`src/rtl/vga_rx.sv`:
```
// VGA timing receiver: registers raw sync/pixel inputs, measures line and frame
// periods, locks onto H_TOT x V_TOT timing and tags visible pixels with x/y.
module vga_rx #(
  parameter int unsigned H_TOT       = 800,
  parameter int unsigned V_TOT       = 525,
  parameter int unsigned LOCK_FRAMES = 2
) (
  input  logic        clk,
  input  logic        rst,
  input  logic        hsync,
  input  logic        vsync,
  input  logic        active,
  input  logic [3:0]  red,
  input  logic [3:0]  green,
  input  logic [3:0]  blue,
  output logic [11:0] pix_data,
  output logic        pix_valid,
  output logic [9:0]  x,
  output logic [9:0]  y,
  output logic        frame_start,
  output logic        locked,
  output logic        err,
  output logic [9:0]  h_meas,
  output logic [9:0]  v_meas
);
  localparam int unsigned CW      = $clog2(LOCK_FRAMES + 2);
  localparam logic [9:0]  SAT     = '1;
  localparam logic [9:0]  H_EXP   = 10'(H_TOT);
  localparam logic [9:0]  V_EXP   = 10'(V_TOT);
  localparam logic [CW-1:0] L_EXP = CW'(LOCK_FRAMES);

  typedef enum logic [1:0] {ST_UNLOCKED, ST_CHECK, ST_LOCKED} state_t;

  logic          r_hs1, r_hs2, r_vs1, r_vs2, r_act1, r_act2;
  logic [11:0]   r_rgb1;
  logic [9:0]    r_hcnt, r_hmeas, r_lines, r_vmeas;
  logic          r_hseen, r_fbad;
  state_t        r_state, w_state_nxt;
  logic [CW-1:0] r_gcnt, w_gcnt_nxt, w_gcnt_inc;
  logic          r_err, w_err_nxt, r_locked;
  logic [11:0]   r_pix;
  logic          r_valid;
  logic [9:0]    r_x, r_y, r_xcnt, r_ycnt;

  logic          w_hs_fall, w_vs_fall, w_act_fall, w_line_bad, w_frame_good, w_sat;
  logic [10:0]   w_vsum;
  logic [9:0]    w_vcap;

  always_ff @(posedge clk or posedge rst) begin
    if (rst) begin
      r_hs1  <= 1'b1;
      r_hs2  <= 1'b1;
      r_vs1  <= 1'b1;
      r_vs2  <= 1'b1;
      r_act1 <= 1'b0;
      r_act2 <= 1'b0;
      r_rgb1 <= '0;
    end else begin
      r_hs1  <= hsync;
      r_hs2  <= r_hs1;
      r_vs1  <= vsync;
      r_vs2  <= r_vs1;
      r_act1 <= active;
      r_act2 <= r_act1;
      r_rgb1 <= {red, green, blue};
    end
  end

  assign w_hs_fall  = r_hs2 & ~r_hs1;
  assign w_vs_fall  = r_vs2 & ~r_vs1;
  assign w_act_fall = r_act2 & ~r_act1;

  // The first hsync edge after reset only starts the count; it is never judged.
  assign w_line_bad = w_hs_fall & r_hseen & (r_hcnt != H_EXP);

  always_ff @(posedge clk or posedge rst) begin
    if (rst) begin
      r_hcnt  <= '0;
      r_hmeas <= '0;
      r_hseen <= 1'b0;
    end else if (w_hs_fall) begin
      r_hcnt  <= 10'd1;
      r_hseen <= 1'b1;
      if (r_hseen) r_hmeas <= r_hcnt;
    end else if (r_hcnt != SAT) begin
      r_hcnt <= r_hcnt + 10'd1;
    end
  end

  assign w_vsum = {1'b0, r_lines} + {10'd0, w_hs_fall};
  assign w_vcap = w_vsum[10] ? SAT : w_vsum[9:0];

  always_ff @(posedge clk or posedge rst) begin
    if (rst) begin
      r_lines <= '0;
      r_vmeas <= '0;
      r_fbad  <= 1'b0;
    end else if (w_vs_fall) begin
      r_vmeas <= w_vcap;
      r_lines <= {9'd0, w_hs_fall};
      r_fbad  <= 1'b0;
    end else begin
      r_lines <= w_vcap;
      if (w_line_bad) r_fbad <= 1'b1;
    end
  end

  assign w_frame_good = (w_vcap == V_EXP) & ~r_fbad & ~w_line_bad;
  assign w_sat        = (r_lines == SAT) | (r_hcnt == SAT);
  assign w_gcnt_inc   = r_gcnt + CW'(1);

  always_comb begin
    w_state_nxt = r_state;
    w_gcnt_nxt  = r_gcnt;
    w_err_nxt   = 1'b0;
    case (r_state)
      ST_UNLOCKED: begin
        if (w_vs_fall) begin
          w_state_nxt = ST_CHECK;
          w_gcnt_nxt  = '0;
        end
      end
      ST_CHECK: begin
        if (w_vs_fall) begin
          if (w_frame_good) begin
            w_gcnt_nxt = w_gcnt_inc;
            if (w_gcnt_inc == L_EXP) w_state_nxt = ST_LOCKED;
          end else begin
            w_gcnt_nxt = '0;
          end
        end
      end
      ST_LOCKED: begin
        if ((w_vs_fall & ~w_frame_good) | w_sat) begin
          w_state_nxt = ST_UNLOCKED;
          w_err_nxt   = 1'b1;
        end
      end
      default: w_state_nxt = ST_UNLOCKED;
    endcase
  end

  always_ff @(posedge clk or posedge rst) begin
    if (rst) begin
      r_state  <= ST_UNLOCKED;
      r_gcnt   <= '0;
      r_err    <= 1'b0;
      r_locked <= 1'b0;
    end else begin
      r_state  <= w_state_nxt;
      r_gcnt   <= w_gcnt_nxt;
      r_err    <= w_err_nxt;
      r_locked <= (w_state_nxt == ST_LOCKED);
    end
  end

  // x/y only move when the pixel will be flagged valid, so they hold while pix_valid is low.
  always_ff @(posedge clk or posedge rst) begin
    if (rst) begin
      r_pix   <= '0;
      r_valid <= 1'b0;
      r_x     <= '0;
      r_y     <= '0;
      r_xcnt  <= '0;
    end else if (r_act1) begin
      r_pix   <= r_rgb1;
      r_valid <= r_locked;
      if (r_locked) begin
        r_x <= r_xcnt;
        r_y <= r_ycnt;
      end
      if (r_xcnt != SAT) r_xcnt <= r_xcnt + 10'd1;
    end else begin
      r_xcnt  <= '0;
      r_valid <= 1'b0;
    end
  end

  always_ff @(posedge clk or posedge rst) begin
    if (rst) begin
      r_ycnt <= '0;
    end else if (w_vs_fall) begin
      r_ycnt <= '0;
    end else if (w_act_fall && (r_ycnt != SAT)) begin
      r_ycnt <= r_ycnt + 10'd1;
    end
  end

  assign pix_data    = r_pix;
  assign pix_valid   = r_valid;
  assign x           = r_x;
  assign y           = r_y;
  assign frame_start = r_valid & (r_x == '0) & (r_y == '0);
  assign locked      = r_locked;
  assign err         = r_err;
  assign h_meas      = r_hmeas;
  assign v_meas      = r_vmeas;

endmodule

```
`config.mk`:
```
export PLATFORM = sky130hd
export DESIGN_NAME = vga_rx
export DESIGN_NICKNAME = d
export VERILOG_FILES = /design/src/rtl/vga_rx.sv
export SDC_FILE = /design/constraint.sdc
export NUM_CORES = 1
export LEC_CHECK = 0
export BUFFER_PORTS_ARGS = -buffer_cell sky130_fd_sc_hd__clkbuf_2
export CORE_MARGIN = 1
export CORE_UTILIZATION = 35
export CTS_CLUSTER_SIZE = 12
export DETAILED_ROUTE_END_ITERATION = 12
export HOLD_SLACK_MARGIN = 0.02
export PLACE_DENSITY_LB_ADDON = 0.2
export SYNTH_ARGS = -nofsm -noshare
export SYNTH_HDL_FRONTEND = slang
export SYNTH_SLANG_ARGS = --single-unit
```
`constraint.sdc`:
```
create_clock -name clk -period 7.38 [get_ports clk]
set_input_delay 0.369 -clock clk [delete_from_list [all_inputs] [get_ports clk]]
set_output_delay 0.369 -clock clk [all_outputs]
set_load 0.03 [all_outputs]
```
# Word-level counts from Yosys, hierarchy flattened
# Index checks and enable logic that the tools add are counted.
op_classes:
  addsub: 5
  multipliers: 0
  n_eq_ne: 14
  magnitude_cmp: 0
  reduce_logical: 11
  n_bitwise: 18
  div_mod_pow: 0
  shifts: 0
  n_mux: 23
op_table:
  columns: ["operator", "n"]
  rows:
  - ["2-to-1 mux 10 bit", 8]
  - ["!= test 10 bit (second input constant)", 4]
  - ["adder 10 x 1 -> 10 bit (second input constant)", 3]
  - ["equality test 10 bit (second input constant)", 3]
  - ["logical NOT 10 bit", 2]
  - ["2-to-1 mux 2 bit", 8]
  - ["adder 10 x 1 -> 11 bit", 1]
  - ["bitwise AND 1 bit", 10]
  - ["nonzero test 2 bit", 4]
  - ["equality test 2 bit (second input constant)", 3]
  - ["inverter 1 bit", 6]
  - ["case mux 2 bit (3 select lines)", 1]
  - ["2-to-1 mux 1 bit", 5]
  - ["!= test 2 bit (second input constant)", 2]
  - ["case mux 2 bit (2 select lines)", 1]
  - ["AND reduction 2 bit", 2]
  - ["AND reduction 3 bit", 1]
  - ["adder 2 x 1 -> 2 bit (second input constant)", 1]
  - ["equality test 2 x 1 -> 1 bit (second input constant)", 1]
  - ["logical NOT 2 bit", 1]
  - ["!= test 2 x 1 -> 1 bit (second input constant)", 1]
  - ["bitwise OR 1 bit", 2]
  - ["logical AND 1 bit", 1]
word_totals:
  latchBits: 0
  input_bits: 17
  ff_bits: 119
  memories: 0
  mem_bits_ro: 0
  mem_bits_rw: 0
  word_cells: 94

# Longest topological paths before layout
# Gate-level depths: netlist of run 1.
depth:
  word_depth: 13
  depth_mapped: 9

# Worst setup path before layout of run 1
# Ideal clock, no wire load.
synth_path:
  path_type: "reg-to-reg"
  start: "reg r_hs2"
  end: "reg r_locked, in the netlist locked"
  required_ns: 7.286
  stages_incl_launch_ff: 10
  t_arrival_ns: 2.479
  setup_slack_ns: 4.807
  path_buffers: 0
  cell_sequence: "dfstp_2 > nand2b_1 > clkinv_1 > ha_1 > ha_1 > nand3_1 > or4b_1 > o21a_1 > a211o_1 > a211oi_1"
synth_via:
  elab_chain_cells: 12
  elab_cells_between_ends: 17
  classes_between: "add/sub: 1; eq/ne: 2; mux: 5; bitwise: 9"
synth_lines:
  columns: ["element", "line", "text"]
  rows:
  - ["start, declared", "34", "logic r_hs1, r_hs2, r_vs1, r_vs2, r_act1, r_act2;"]
  - ["start signal, assigned", "60", "r_hs2 <= r_hs1;"]
  - ["bitwise AND 1 bit (*)", "69", "assign w_hs_fall = r_hs2 & ~r_hs1;"]
  - ["named net w_hs_fall", "45", "logic w_hs_fall, w_vs_fall, w_act_fall, w_line_bad, w_frame_good, w_sat;"]
  - ["adder 10 x 1 -> 11 bit", "90", "assign w_vsum = {1'b0, r_lines} + {10'd0, w_hs_fall};"]
  - ["2-to-1 mux 10 bit", "91", "assign w_vcap = w_vsum[10] ? SAT : w_vsum[9:0];"]
  - ["equality test 10 bit", "108", "assign w_frame_good = (w_vcap == V_EXP) & ~r_fbad & ~w_line_bad;"]
  - ["bitwise AND 1 bit", "108", null]
  - ["bitwise AND 1 bit (*)", "108", null]
  - ["inverter 1 bit", "134", "if ((w_vs_fall & ~w_frame_good) | w_sat) begin"]
  - ["bitwise AND 1 bit", "134", null]
  - ["bitwise OR 1 bit", "134", null]
  - ["2-to-1 mux 2 bit", "134", null]
  - ["case mux 2 bit (3 select lines) (*)", "116", "case (r_state)"]
  - ["equality test 2 bit (*)", "153", "r_locked <= (w_state_nxt == ST_LOCKED);"]
  - ["end signal, assigned", "153", null]
  - ["end, declared", "40", "logic r_err, w_err_nxt, r_locked;"]
# The timed path passes the listed nets; every way through them passes the cells marked *.
# A chain may end at the register's enable or synchronous reset.

# Final worst setup path of run 1
# Same ends and word-level chain as after synthesis.

==> results of run 1 <==
==> layout by cell type (no fill, tap or decap), types with 5 or more instances in the layout <==
cell type  instances
nor3_1             8
a31oi_1            6
dfrtp_1          115
ha_1               8
xnor2_1            7
mux2_2            42
or3_1              5
clkbuf_2          72
clkbuf_16         17
a21oi_1           10
nor2_1            43
nand2b_1           5
nand3_1           14
o21a_1             5
and3_1             5
nand2_1           35
o21ai_0           22
inv_1              8
nor4_1             7
xor2_1            10
nand4_1           14
==> worst max-delay path by stage <==
| stage | startpoint | end | cells after the start |
|---|---|---|---|
| 2_1_floorplan | rst | err | 1 |
| 3_3_place_gp | r_hs2 | locked | 9 |
| 5_1_grt | r_hs2 | locked | 9 |
| 6_report | r_hs2 | locked | 9 |
| 3_5_place_dp | r_hs2 | locked | 9 |
| 4_1_cts | r_hs2 | locked | 9 |
==> cell families after synthesis <==
| group | Yosys count | share of synthesized area [%] |
|---|---|---|
| and+or+nand+nor | 155 | 15.76 |
| AOI/OAI and AO/OA | 61 | 7.782 |
| DFF | 119 | 59.27 |
| muxes | 46 | 10.19 |
| buffers and inverters | 26 | 2.039 |
| xor gates and xnor gates | 17 | 2.959 |
| adders and majority gates | 8 | 1.989 |
==> metal layers <==
layer  share of wire, %  GRT usage (%)  up-vias
met2                 47          22.49       84
met3                4.6          4.588       23
met5                  0              0        -
met4                2.2          7.793        0
met1                 46          19.02     1790
li1                   -              -     1703
==> critical path, cell delays in order, from the launching register on <==
cell and delay (ns):
dfstp_2 0.52, nand2b_1 0.12, clkinv_1 0.20, ha_1 0.30, ha_1 0.24, nand3_1 0.19, or4b_1 0.57, o21a_1 0.13
a211o_1 0.32, a211oi_1 0.26
==> sequential cells by signal, summed over array words and instances, names as in the netlist, 2 cells and up <==
name / cells
r_state: 2
pix_data: 12
r_ycnt: 10
r_xcnt: 10
r_gcnt: 2
x: 10
r_rgb1: 12
r_lines: 10
h_meas: 10
v_meas: 10
y: 10
r_hcnt: 10
==> stage by stage <==
step           util (%)  hold WS, ns
6_report          44.17      0.05168
5_1_grt           44.17      0.03804
4_1_cts           44.17      0.04060
3_5_place_dp      40.00       0.3600
3_3_place_gp      40.00       0.3584
2_1_floorplan         -       0.3519
==> final cells by class <==
cell class / count / area (µm²) / area share (%)
repair buffers: 76 / 395.4 / 6.424
multi-input cells: 287 / 1947 / 31.63
flip-flops and latches: 119 / 2983 / 48.47
well taps: 180 / 225.2 / 3.659
inverters: 11 / 43.79 / 0.7115
clock inverters: 8 / 72.57 / 1.179
clock buffers: 23 / 488.0 / 7.928
==> power breakdown <==
group / switching, µW / internal, µW
Combinational: 110 / 59.8
Sequential: 41.3 / 698
Clock: 285 / 493
Total: 436 / 1250
==> what timing repair did <==
action	in CTS	in global routing
setup endpoints to repair	0	0
hold buffers	2	0
hold endpoints to repair	2	0
==> results.sh, run 1 <==
export IMPL_cts_setup_buffers=0
export IMPL_yosysWarningCount=0
export IMPL_grt_pass1_vias=3481
export IMPL_drt_iter0_markers=211
export IMPL_r2r_slack_ns=4.44
export IMPL_hold_violations=0
export IMPL_yosysTopAreaCell="dfrtp_1"
export IMPL_finalNetCount=537
export IMPL_reg2reg_from="r_hs2"
export IMPL_hold_path_class="input pin to asynchronous set/reset pin"
export IMPL_design_die_area_um2=14860
export IMPL_period_minus_slack_ns=2.943
export IMPL_cts_tree="built"
export IMPL_r2r_cells=9
export IMPL_p_leak_uw=0.002914
export IMPL_die_w_um=121.9
export IMPL_htreeDepth=4
export IMPL_synth_seq_cells=119
export IMPL_rsz0062_at_grt="false"
export IMPL_clock_sinks=119
export IMPL_drcViolationCount=0
export IMPL_worstPathRequired_ns=7.70
export IMPL_antenna_found_initial=0
export IMPL_core_area_um2=13930
export IMPL_dpl_cell_area_um2=5574
export IMPL_antenna_left=0
export IMPL_fin_area_um2=6155
export IMPL_vias_per_cell=5.114
export IMPL_grt_usage_pct=14.86
export IMPL_syn_avg_cell_area_um2=11.65
export IMPL_finalCritPeriodShare_pct=39.88
export IMPL_cts_resized=0
export IMPL_powerDensity_nw_per_um2=274.1
export IMPL_synth_area_leaders="dfrtp_1 57%, mux2_2 9.4%, nor2_1 3.2%"
export IMPL_clkLatencyLatePin_ns=0.42
export IMPL_synth_seq_area_share_pct=59.27
export IMPL_layoutNonFillerInstCount=704
export IMPL_netlist_area_um2=5032
export IMPL_n_fill_cell=1327
export IMPL_p_total_uw=1687
export IMPL_cp_arrival_ns=3.27
export IMPL_slew_viol_final=0
export IMPL_cp_max_fo=8
export IMPL_drv_cap=0
export IMPL_grt_first_pass_wirelength_um=16890
export IMPL_wl_um=10370
export IMPL_grt_ovfl_total=0
export IMPL_place_congestion=0.8898
export IMPL_status="completed"
export IMPL_synthArstFlopShare_pct=100.0
export IMPL_crit_type="register to register"
export IMPL_synth_top_area_share_pct=57.19
export IMPL_max_slew_worst_pin_slew_ns=1.031
export IMPL_clockBufferDepth=2
export IMPL_first_pass_iters=4
export IMPL_ys_types=51
export IMPL_end_kind="register"
export IMPL_clock_skew_ns=0.006690
export IMPL_ir_drop_mv=0.1688
export IMPL_synth_flop_cell="dfrtp_1"
export IMPL_synth_cells=432
export IMPL_clk_pin_slew_ns=0.06
export IMPL_relSlewSlack_pct=30.38
export IMPL_numCtsBuffers=17
export IMPL_rows=43
export IMPL_portBuffers=72
export IMPL_num_io_pins=73
export IMPL_fmax_mhz=339.8
export IMPL_setup_viol=0
export IMPL_start_util_pct=36.11
export IMPL_synth_nets=457
export IMPL_root_buffer="clkbuf_16"
export IMPL_wl_per_cell_um=14.73
export IMPL_cp_start_kind="register"
export IMPL_vias=3600
export IMPL_dp_cells=671
export IMPL_r2r_end="locked"
export IMPL_dp_slack_ns=4.451
export IMPL_synth_most_common_cell="dfrtp_1"
export IMPL_final_setup_tns_ns=0
export IMPL_dp_hpwl_um=7009
export IMPL_final_layout_size_suffix_gt1_share_pct=29.20
export IMPL_area_growth_pct=22.30
export IMPL_grt_max_degree=63
export IMPL_synth_edf_count=0
export IMPL_n_antenna_cell=0
export IMPL_setup_ws_ns=4.437
export IMPL_die_h_um=121.9
export IMPL_synthTopCellsByCount="115 x dfrtp_1, 43 x nor2_1, 42 x mux2_2, 35 x nand2_1, 22 x o21ai_0"
Power figures use the tool's default switching activity.
==> run 2, diff against run 1 <==
==> constraint.sdc (replaced) <==
create_clock -name clk -period 2.6 [get_ports clk]
set_input_delay 0.13 -clock clk [delete_from_list [all_inputs] [get_ports clk]]
set_output_delay 0.13 -clock clk [all_outputs]
set_load 0.03 [all_outputs]
==> results.sh, run 2 (synthesis gave the netlist of run 1 again) <==
export IMPL_die_h_um=121.9
export IMPL_area_growth_pct=28.39
export IMPL_die_w_um=121.9
export IMPL_dp_cells=681
export IMPL_setup_viol=0
export IMPL_powerDensity_nw_per_um2=773.5
export IMPL_hold_ws_ns=0.3148
export IMPL_reg2reg_from="r_hs2"
export IMPL_final_layout_size_suffix_gt1_share_pct=30.97
export IMPL_drt_iter0_markers=216
export IMPL_clkLatencyLatePin_ns=0.41
export IMPL_n_antenna_cell=0
export IMPL_cp_max_fo=6
export IMPL_finalCritPeriodShare_pct=93.28
export IMPL_final_cell_mix="115 x dfrtp_1, 72 x clkbuf_2, 43 x nor2_1"
export IMPL_final_common_cell="dfrtp_1"
export IMPL_first_pass_iters=4
export IMPL_worstPathRequired_ns=2.92
export IMPL_slew_viol_final=0
export IMPL_hold_violations=0
export IMPL_num_io_pins=73
export IMPL_clockBufferDepth=2
export IMPL_dp_hpwl_um=7065
export IMPL_clk_pin_slew_ns=0.05
export IMPL_p_leak_uw=0.003035
export IMPL_relSlewSlack_pct=63.32
export IMPL_rows=43
export IMPL_fmax_mhz=412.3
export IMPL_rsz0062_at_grt="false"
export IMPL_vias_per_cell=4.981
export IMPL_crit_type="register to register"
export IMPL_antenna_left=0
export IMPL_drv_cap=0
export IMPL_wl_per_cell_um=14.32
export IMPL_vias=3631
export IMPL_wl_um=10440
export IMPL_grt_ovfl_total=0
export IMPL_drcViolationCount=0
export IMPL_finalNetCount=561
export IMPL_core_area_um2=13930
export IMPL_hold_path_class="input pin to asynchronous set/reset pin"
export IMPL_antenna_found_initial=0
export IMPL_layoutNonFillerInstCount=729
export IMPL_htreeDepth=4
export IMPL_period_minus_slack_ns=2.425
export IMPL_n_fill_cell=1306
export IMPL_cp_slowest_cell="or4b_1"
export IMPL_slowest_delay_ns=0.54
export IMPL_grt_pass1_vias=3607
export IMPL_end_kind="register"
export IMPL_portBuffers=72
export IMPL_grt_max_degree=97
export IMPL_start_util_pct=36.11
export IMPL_final_setup_tns_ns=0
export IMPL_grt_first_pass_wirelength_um=17750
export IMPL_clock_sinks=119
export IMPL_crit_chain="nand2b_1 -> clkinv_1 -> ha_1 -> ha_2 -> nand3_1 -> or4b_1 -> o21a_1 -> a211o_4 -> a211oi_2"
export IMPL_numCtsBuffers=17
export IMPL_cts_tree="built"
export IMPL_ir_drop_mv=0.4362
export IMPL_grt_usage_pct=15.74
export IMPL_clock_skew_ns=0.005572
export IMPL_startpoint="r_hs2"
export IMPL_root_buffer="clkbuf_16"
export IMPL_place_congestion=0.8400
export IMPL_cp_arrival_ns=2.74
export IMPL_status="completed"
export IMPL_design_die_area_um2=14860
export IMPL_max_slew_worst_pin_slew_ns=0.5490
export IMPL_cp_start_kind="register"
-- run 2: cell count changes in the layout (fill, tap and decap cells not counted), moves of 2 or more --
| cell | before | now |
|---|---|---|
| bufinv_16 | 1 | 3 |
| a211oi_2 | 0 | 2 |
| buf_4 | 2 | 11 |
| dlygate4sd3_1 | 2 | 16 |
| clkbuf_1 | 2 | 0 |
| a211oi_1 | 3 | 1 |
| clkinvlp_4 | 3 | 7 |
-- run 2: repair_timing --
action / CTS / global route
setup endpoints to repair: 0 / 4
hold endpoints to repair: 34 / 0
gates resized for setup: 0 / 4
hold buffers: 16 / 0
buffers inserted: 0 / 0
-- run 2: worst paths after layout --
| path | slack (ns) | endpoint | cells past startpoint |
|---|---|---|---|
| setup / recovery | 0.17 | locked | 9 |
| max in group asynchronous | 1.41 | r_lines[2] | 4 |
| min in group clk | 0.36 | r_hs1 | 2 |
| setup reg to reg | 0.17 | locked | 9 |
| hold reg to reg | 0.37 | r_vs2 | 0 |
| hold / removal | 0.31 | h_meas[3] | 3 |
-- run 2: metal layers --
metal / vias to the layer above / global-route usage, % / wire [µm]
li1: 1753 / - / -
met1: 1796 / 20.56 / 4889
met2: 68 / 24.19 / 5010
met3: 14 / 4.682 / 391
met4: 0 / 6.713 / 145
met5: - / 0 / 0
-- run 2: critical path: cells and delay by family, from the launching register on --
kind / cells / cell delay (ns)
DFF: 1 / 0.52
buffers and inverters: 1 / 0.07
adders and majority gates: 2 / 0.38
AOI/OAI and AO/OA: 3 / 0.66
and+or+nand+nor: 3 / 0.71
-- run 2: stage by stage --
stage,util [%],worst slack (ns),instance area (µm²),power (µW)
6_report,46.37,0.1748,6461,4998
5_1_grt,46.37,0.005243,6461,5233
4_1_cts,46.22,0.1052,6440,5082
3_5_place_dp,40.64,0.1533,5663,2623
3_3_place_gp,40.64,0.1850,5663,2615
2_1_floorplan,-,0.02658,5036,2456
-- run 2: area by class of cell --
cell class,instances,area (µm²),area share (%)
Multi-Input combinational cell,287,1968,30.46
Inverter,11,45.04,0.6971
Timing Repair Buffer,100,623.1,9.644
Sequential cell,119,2983,46.17
Tap cell,180,225.2,3.486
Clock inverter,12,150.1,2.324
Clock buffer,20,466.7,7.223
-- run 2: report_power, final --
group / internal [µW] / switching, µW / leakage, µW / total (µW)
Clock: 1580 / 819 / 0.000286 / 2390
Combinational: 191 / 317 / 0.00120 / 508
Sequential: 1980 / 114 / 0.00155 / 2100
Total: 3750 / 1250 / 0.00304 / 5000
==> run 3, diff against run 2 <==
--- a/config.mk
+++ b/config.mk
@@ -12,6 +12,7 @@
 export DETAILED_ROUTE_END_ITERATION = 12
 export HOLD_SLACK_MARGIN = 0.02
 export PLACE_DENSITY_LB_ADDON = 0.2
+export REMOVE_ABC_BUFFERS = 1
 export SYNTH_ARGS = -nofsm -noshare
 export SYNTH_HDL_FRONTEND = slang
 export SYNTH_SLANG_ARGS = --single-unit
==> results.sh, run 3 (synthesis gave the netlist of run 1 again) <==
export IMPL_final_cell_mix="115 x dfrtp_1, 72 x clkbuf_2, 43 x nor2_1"
export IMPL_antenna_left=0
export IMPL_grt_ovfl_total=0
export IMPL_first_pass_iters=4
export IMPL_drv_cap=0
export IMPL_grt_first_pass_wirelength_um=17510
export IMPL_grt_usage_pct=15.47
export IMPL_hold_path_class="input pin to asynchronous set/reset pin"
export IMPL_clock_sinks=119
export IMPL_layoutNonFillerInstCount=732
export IMPL_r2r_end="locked"
export IMPL_cts_setup_buffers=0
export IMPL_relSlewSlack_pct=65.73
export IMPL_vias_per_cell=5.010
export IMPL_die_w_um=121.9
export IMPL_drt_iter0_markers=255
export IMPL_htreeDepth=4
export IMPL_portBuffers=72
export IMPL_powerDensity_nw_per_um2=736.5
export IMPL_num_io_pins=73
export IMPL_finalCritPeriodShare_pct=95.13
export IMPL_clockBufferDepth=2
export IMPL_wl_um=10620
export IMPL_antenna_found_initial=0
export IMPL_clock_skew_ns=0.007854
export IMPL_ir_drop_mv=0.4135
export IMPL_cp_start_kind="register"
export IMPL_period_minus_slack_ns=2.473
export IMPL_core_area_um2=13930
export IMPL_dpl_cell_area_um2=5684
export IMPL_crit_cells=9
export IMPL_cp_max_fo=6
export IMPL_start_util_pct=36.11
export IMPL_grt_max_degree=61
export IMPL_finalNetCount=564
export IMPL_dp_cells=684
export IMPL_max_slew_worst_pin_slew_ns=0.5094
export IMPL_grt_pass1_vias=3526
export IMPL_slew_viol_final=0
export IMPL_cp_slowest_cell="or4b_1"
export IMPL_critPathMostFrequentCell="ha_1"
export IMPL_drcViolationCount=0
export IMPL_cts_tree="built"
export IMPL_end_kind="register"
export IMPL_vias=3667
export IMPL_startpoint="r_hs2"
export IMPL_dp_hpwl_um=7280
export IMPL_worst_path_buf_inv=1
export IMPL_place_congestion=0.8495
export IMPL_r2r_slack_ns=0.13
export IMPL_wl_per_cell_um=14.51
export IMPL_fmax_mhz=404.3
export IMPL_critPathTopFamily="simple AND/OR/NAND/NOR gates"
export IMPL_final_common_cell="dfrtp_1"
export IMPL_n_antenna_cell=0
export IMPL_final_layout_size_suffix_gt1_share_pct=29.89
export IMPL_crit_type="register to register"
export IMPL_worstPathRequired_ns=2.91
export IMPL_cp_arrival_ns=2.78
export IMPL_reg2reg_from="r_hs2"
export IMPL_setup_viol=0
export IMPL_crit_chain="nand2b_1 -> clkinv_1 -> ha_1 -> ha_1 -> nand3_1 -> or4b_1 -> o21a_1 -> a211o_4 -> a211oi_1"
export IMPL_clkLatencyLatePin_ns=0.41
export IMPL_rows=43
export IMPL_endpoint="locked"
export IMPL_design_die_area_um2=14860
export IMPL_clk_pin_slew_ns=0.05
export IMPL_numCtsBuffers=17
export IMPL_r2r_cells=9
export IMPL_status="completed"
export IMPL_slowest_delay_ns=0.54
export IMPL_fin_area_um2=6395
export IMPL_area_growth_pct=27.08
export IMPL_p_leak_uw=0.003037
export IMPL_hold_violations=0
export IMPL_root_buffer="clkbuf_16"
export IMPL_die_h_um=121.9
run 3: cell types whose count changed in the layout (fill, tap and decap cells not counted), moves of 2 or more:
cell | before | now
buf_4 | 11 | 14
bufinv_16 | 3 | 0
clkbuf_1 | 0 | 6
clkbuf_8 | 3 | 5
clkinvlp_4 | 7 | 0
run 3: repair_timing:
| item | 4_1_cts | 5_1_grt |
|---|---|---|
| endpoints found under the setup margin | 0 | 2 |
| endpoints found under the hold margin | 51 | 0 |
| resized for setup | 0 | 2 |
| hold buffers | 16 | 0 |
run 3: layout make-up:
| type | count | area [µm²] |
|---|---|---|
| fillers | 1313 | 7540 |
| clock inverters | 4 | 20.02 |
| clock buffers | 28 | 516.7 |
| multi-input cells | 287 | 1961 |
| inverters | 11 | 43.79 |
| flip-flops and latches | 119 | 2983 |
| well taps | 180 | 225.2 |
| repair buffers | 103 | 645.6 |
run 3: report_power, final:
part           internal, µW  switching, µW  total, µW
Combinational           193            319        512
Sequential             1980            111       2090
Clock                  1340            767       2100
Total                  3510           1200       4710
run 3: worst min-delay path, delay by kind of cell:
kind                   cells  cell delay (ns)
buffers and inverters      3             1.03
run 3: layer usage:
metal / track usage, % / up-vias / wire length, µm
li1: - / 1768 / -
met1: 19.61 / 1803 / 4867
met2: 24.79 / 85 / 5176
met3: 4.120 / 11 / 410
met4: 6.713 / 0 / 167
met5: 0 / - / 0
run 3: worst min-delay path by stage:
stage | startpoint | to | slack (ns) | cells past startpoint
floorplan | hsync | r_hs1 | 0.13 | 0
global placement | rst | r_rgb1[4] | 0.18 | 2
detailed placement | rst | r_rgb1[4] | 0.18 | 2
CTS | rst | r_rgb1[4] | 0.30 | 3
global route | rst | pix_data[4] | 0.36 | 3
finish | rst | r_rgb1[4] | 0.32 | 3
run 3: stage by stage:
step           TNS (ns)  worst slack, ns  power (µW)  util, %  hold WS, ns
5_1_grt        -0.03032         -0.03032        4927    45.89       0.3573
2_1_floorplan    -78.30          -0.6809        2448        -       0.1345
3_3_place_gp          0           0.2046        2612    40.79       0.1848
6_report              0           0.1267        4710    45.89       0.3162
4_1_cts               0           0.1302        4777    45.79       0.3028
3_5_place_dp          0           0.1450        2628    40.79       0.1836
